## src/rtl/ddr_refresh_timer.sv

```systemverilog
// Per-rank refresh scheduler: tREFI tick, owed-refresh accounting, tRFC blocking; optional pull-in via DDR_REFRESH_PULLIN_EN.
// Latency: tick registered one cycle after interval wrap, pending/ref_req follow a cycle later; busy for TRFC_CK cycles after accept.
// Backpressure: ref_req holds until ref_ack in an IDLE cycle; owed refreshes saturate at MAX_POSTPONE and flag overflow_err.
module ddr_refresh_timer #(
    parameter int TREFI_CK      = 16667,
    parameter int TRFC_CK       = 1283,
    parameter int MAX_POSTPONE  = 8,
    parameter int URGENT_THRESH = 4,
    parameter int MAX_PULLIN    = 8
) (
    input  logic       clk,
    input  logic       rst_n,
    input  logic       enable,
    input  logic       bus_idle,
    input  logic       ref_ack,
    input  logic       clear_err,
    output logic       ref_req,
    output logic       ref_urgent,
    output logic       ref_pullin,
    output logic       ref_busy,
    output logic [3:0] pending,
    output logic       overflow_err
);

    localparam int IW = (TREFI_CK > 2) ? $clog2(TREFI_CK) : 1;
    localparam int RW = (TRFC_CK > 1) ? $clog2(TRFC_CK + 1) : 1;
    localparam logic [IW-1:0] IV_LAST  = IW'(TREFI_CK - 1);
    localparam logic [RW-1:0] RFC_LOAD = RW'(TRFC_CK - 1);
    localparam logic [3:0]    PEND_MAX = 4'(MAX_POSTPONE);
    localparam logic [3:0]    URG_LVL  = 4'(URGENT_THRESH);

    typedef enum logic {
        IDLE = 1'b0,
        BUSY = 1'b1
    } state_t;

    state_t        state;
    logic [IW-1:0] iv_cnt;
    logic          tick;
    logic [RW-1:0] rfc_cnt;
    logic [3:0]    pend;
    logic          ovf;

    logic pullin_req;
    logic credit_dec;
    logic accept;
    logic pend_dec;
    logic pend_inc;

`ifdef DDR_REFRESH_PULLIN_EN
    logic [3:0] credit;
    logic       bus_idle_q;
    logic       credit_inc;

    assign pullin_req = (state == IDLE) && (pend == 4'd0) && bus_idle_q
                        && (credit < 4'(MAX_PULLIN));
    // A tick is absorbed by a refresh already issued ahead of schedule.
    assign credit_dec = tick && (credit != 4'd0);
    assign credit_inc = accept && (pend == 4'd0);

    always_ff @(posedge clk or negedge rst_n) begin
        if (!rst_n) begin
            credit     <= 4'd0;
            bus_idle_q <= 1'b0;
        end else begin
            bus_idle_q <= bus_idle;
            if (credit_inc && !credit_dec)
                credit <= credit + 4'd1;
            else if (credit_dec && !credit_inc)
                credit <= credit - 4'd1;
        end
    end
`else
    logic unused_pullin_cfg;

    assign pullin_req        = 1'b0;
    assign credit_dec        = 1'b0;
    assign unused_pullin_cfg = bus_idle | (MAX_PULLIN == 0);
`endif

    assign ref_req  = (state == IDLE) && ((pend != 4'd0) || pullin_req);
    assign accept   = ref_req && ref_ack;
    assign pend_dec = accept && (pend != 4'd0);
    assign pend_inc = tick && !credit_dec;

    always_ff @(posedge clk or negedge rst_n) begin
        if (!rst_n) begin
            state   <= IDLE;
            iv_cnt  <= '0;
            tick    <= 1'b0;
            rfc_cnt <= '0;
            pend    <= 4'd0;
            ovf     <= 1'b0;
        end else begin
            if (!enable) begin
                iv_cnt <= '0;
                tick   <= 1'b0;
            end else if (iv_cnt == IV_LAST) begin
                iv_cnt <= '0;
                tick   <= 1'b1;
            end else begin
                iv_cnt <= iv_cnt + IW'(1);
                tick   <= 1'b0;
            end

            case (state)
                IDLE: begin
                    if (accept) begin
                        state   <= BUSY;
                        rfc_cnt <= RFC_LOAD;
                    end
                end
                BUSY: begin
                    if (rfc_cnt == '0)
                        state <= IDLE;
                    else
                        rfc_cnt <= rfc_cnt - RW'(1);
                end
                default: state <= IDLE;
            endcase

            // A coincident accept and tick cancel, so only a lone tick can overflow.
            if (pend_inc && !pend_dec) begin
                if (pend < PEND_MAX)
                    pend <= pend + 4'd1;
            end else if (pend_dec && !pend_inc) begin
                pend <= pend - 4'd1;
            end

            if (pend_inc && !pend_dec && (pend >= PEND_MAX))
                ovf <= 1'b1;
            else if (clear_err)
                ovf <= 1'b0;
        end
    end

    assign ref_urgent   = (pend >= URG_LVL);
    assign ref_pullin   = ref_req && (pend == 4'd0);
    assign ref_busy     = (state == BUSY);
    assign pending      = pend;
    assign overflow_err = ovf;

endmodule

```

## config.mk

```make
export PLATFORM = sky130hd
export DESIGN_NAME = ddr_refresh_timer
export DESIGN_NICKNAME = d
export VERILOG_FILES = /design/src/rtl/ddr_refresh_timer.sv
export SDC_FILE = /design/constraint.sdc
export NUM_CORES = 1
export LEC_CHECK = 0
export CAP_MARGIN = 15
export CORE_MARGIN = 1
export CORE_UTILIZATION = 35
export DETAILED_ROUTE_END_ITERATION = 10
export PLACE_DENSITY = 0.57
export SLEW_MARGIN = 10
export SYNTH_ARGS = -nofsm -noshare
export SYNTH_HDL_FRONTEND = slang
export SYNTH_SLANG_ARGS = --single-unit
```

## constraint.sdc

```tcl
create_clock -name clk -period 8.1 [get_ports clk]
set_input_delay 1.215 -clock clk [delete_from_list [all_inputs] [get_ports clk]]
set_output_delay 1.215 -clock clk [all_outputs]
set_load 0.03 [all_outputs]
```

==> summary.md <==
| Metric | Value |
|---|---|
| Outcome | completed |
| #FFs+latches synth | 33 |
| Final WS setup | around 4.8 ns |
| Vias/cell | around 5.1 |
| Met1 WL | between 1000 and 1500 µm |
| Area growth syn-to-layout | 15.2% |
| I/O Pins | 15 |
| Clk pin slew, worst setup/hold paths | about 0.070 ns |
| Top cells by area, synth | dfrtp_1 47%, xnor2_1 6.5%, nor2_1 5.0% |
| Register area | approximately 830 µm² |
| Crit path launch type | primary input |
| Largest stage delay, worst path | about 0.44 ns |
| Crit-path cells | clkdlybuf4s50_1 -> nor2b_1 -> nand2_1 -> nand2_1 -> ha_1 -> a21o_1 -> a21oi_1 -> nand2_1 -> a221o_1 |
| Worst endpoint required time | between 8 and 9 ns |
| Number of cell rows | 25 |
| VDD IR-drop max | 0.0963 mV |
| Syn nets | 189 |
| Leakage | between 0.7 and 0.8 nW |
| Final Hold Viols | 0 |
| Slowest CP cell | clkdlybuf4s50_1 |
| Synth top area share | 47.4% |
| CTS tree | built |
| Clk_lat worst skew | between 0.2 and 0.3 ns |
| Hold Buf Count CTS | 0 |
| Dpl hpwl | between 2000 and 2500 µm |
| TritonCTS Buffers | 5 |
| CTS Sinks | 33 |
| Cell taking the most area after synthesis | dfrtp_1 |
| Fmax | 0.300 GHz |
| DRT iter0 DRCs | between 100 and 150 |
| Fill cell count | ~480 |
| Worst-case clock buffer depth | 2 |
| Layout Nets | approximately 200 |
| Max Cap Viol | 0 |
| Post-Synth Simple-Gate Area | between 20% and 30% |
| Syn Inst Count | 176 |
| Metal2 WL | 1600 µm |
| Total negative slack | 0 ns |
| Number of global-route vias before repair | 1300 |
| Ant. Diodes | 0 |
| Critical path type | in2reg |
| Power Total | 0.310 mW |
| Worst Skew | ~0.0048 ns |
| Starting Density | a little over a third |
| Routed via count | 1300 |
| GPL Wtd Cong | between 0.8 and 0.9 |
| Root Buffer | clkbuf_8 |
| Post-Place Worst Slack | roughly 4.5 ns |
| Sequential area share after synthesis | a little under half |
| DRC | 0 |
| Setup violators final | 0 |
| Grt ovf | 0 |
| Chip width | between 70 and 80 µm |
| Post-synth EDFFs | 0 |
| RSZ-0062 raised after global routing | false |
| Top Metal Used | met4 |
| Total track usage | between 10% and 20% |
| Main combinational cell family by area after synthesis | simple AND/OR/NAND/NOR gates |
| CTS H-tree lvls | 2 |
| Resize count post-CTS | 0 |
| Most repeated library cell on the critical path | nand2_1 |
| Antenna viol nets, final | 0 |
| Worst Hold Class | reg2reg |
| Post-synthesis xor/xnor area fraction | 8.05% |
| Die area | about 0.0053 mm² |
| Clock period minus worst slack | 3.34 ns |
| Share of cells above drive strength 1 | 7.37% |
| Pre-antenna DRT Iters | 4 |
| Crit end category | register |
| Post-synth top flop | dfrtp_1 |
| Total Routed Length | 3250 µm |
| Netlist cell types | 42 |
| Core area | about 0.0048 mm² |
| Top post-synthesis cells by count | 33 x dfrtp_1, 23 x nor2_1, 15 x nand2_1 |
| Setup Buffers After CTS | 0 |
| Synth warn | 0 |
| WL/cell | between 10 and 15 µm |
| Synth Area in Adders | ~5.5% |
| Largest net degree at the start of global routing | 34 |
| Mux cell area share after synthesis | ~4.7% |
| Synth async-reset ratio | 100% |
| DP Area | about 0.0019 mm² |
| Die Ht | 72.5 µm |
| Design area | ~0.0020 mm² |
| R2R Setup Slk | between 5 and 6 ns |
| Global-route wire length before repair | 5870 µm |
| Area of the multi-input gates | between 800 and 900 µm² |
| Critical Path AT | 3.51 ns |
| Initial antenna violation count | 0 |
| Syn_area_per_cell | 9.89 µm² |
| Most frequent cell after synthesis | dfrtp_1 |
| Met3 WL | between 100 and 150 µm |
| Util after Layout | roughly 42% |
| Fin crit share | 41.2% |
| Power Density | between 150 and 200 mW/mm² |
| Mapped Area | roughly 0.0017 mm² |
| Complex-gate fraction of the synthesized area | under 10% |
| Crit Path Max Fanout | 11 |
| Max Slew Vio Count | 0 |
| Port-buffer cells | 12 |
kinds of logic after synthesis:
group / after synthesis
xor+xnor: 16
simple gates: 78
fa+ha+maj: 7
flops: 33
mux: 8
compound gates: 19
other cells: 1
buf+inv: 14
sequential cells by signal, indices dropped and copies added (netlist names):
register      flops
pending           4
iv_cnt           15
ref_busy          1
overflow_err      1
pend_inc          1
rfc_cnt          11
power breakdown:
part	internal (mW)	leakage [nW]	total (mW)	switching [mW]
clock network	0.0592	0.0439	0.122	0.0628
logic	0.00780	0.313	0.0189	0.0111
registers	0.167	0.413	0.169	0.00254
placed cells by master, fill, tap and decap left out, types with 2 or more instances in the layout:
cell type / instances
dfrtp_1: 33
nor2_1: 23
nand2_1: 15
xnor2_1: 13
clkdlybuf4s50_1: 12
inv_1: 7
mux2i_1: 7
or4_1: 6
nand3_1: 6
ha_1: 6
nor4_1: 5
nor3_1: 5
a21oi_1: 5
clkbuf_8: 5
o21ai_0: 4
xor2_1: 3
nor2b_1: 2
nand4_1: 2
or2_2: 2
and3_1: 2
o311ai_0: 2
clkinv_2: 2
final timing paths:
check                                        from                      to  cells past startpoint
max                                       ref_ack  pending[3]$_DFFE_PN0P_                      9
min                           iv_cnt[0]$_DFF_PN0_     iv_cnt[0]$_DFF_PN0_                      1
max reg2reg                pending[0]$_DFFE_PN0P_  pending[3]$_DFFE_PN0P_                      8
min reg2reg                   iv_cnt[0]$_DFF_PN0_     iv_cnt[0]$_DFF_PN0_                      1
max in group asynchronous                   rst_n    iv_cnt[11]$_DFF_PN0_                      2
min in group asynchronous                   rst_n  rfc_cnt[5]$_DFFE_PN0P_                      2
metal layers:
| layer | up-vias | GRT usage, % |
|---|---|---|
| met5 | - | 0 |
| met4 | 0 | 6.54 |
| met3 | 7 | 3.75 |
| met2 | 20 | 24.0 |
| met1 | 634 | 17.9 |
| li1 | 639 | - |
metrics by stage:
step | hold WS, ns | instances
final | 0.487 | 257
after global routing | 0.524 | 257
after CTS | 0.493 | 257
after detailed placement | 0.485 | 249
after global placement | 0.471 | 249
after floorplan | 0.451 | 176
critical path: cells and delay by family:
kind / cells / cell delay, ns
simple gates: 4 / 0.83
fa+ha+maj: 1 / 0.26
buf+inv: 1 / 0.44
compound gates: 3 / 0.76
cell type report:
cell class                      count  share of cell area [%]
Multi-Input combinational cell    129                    42.6
Inverter                            7                    1.31
Sequential cell                    33                    41.2
Clock inverter                      3                   0.874
Clock buffer                        5                    3.43
Timing Repair Buffer               13                    6.37
Tap cell                           67                    4.18
Note: power is estimated with default switching activity, not from simulation.
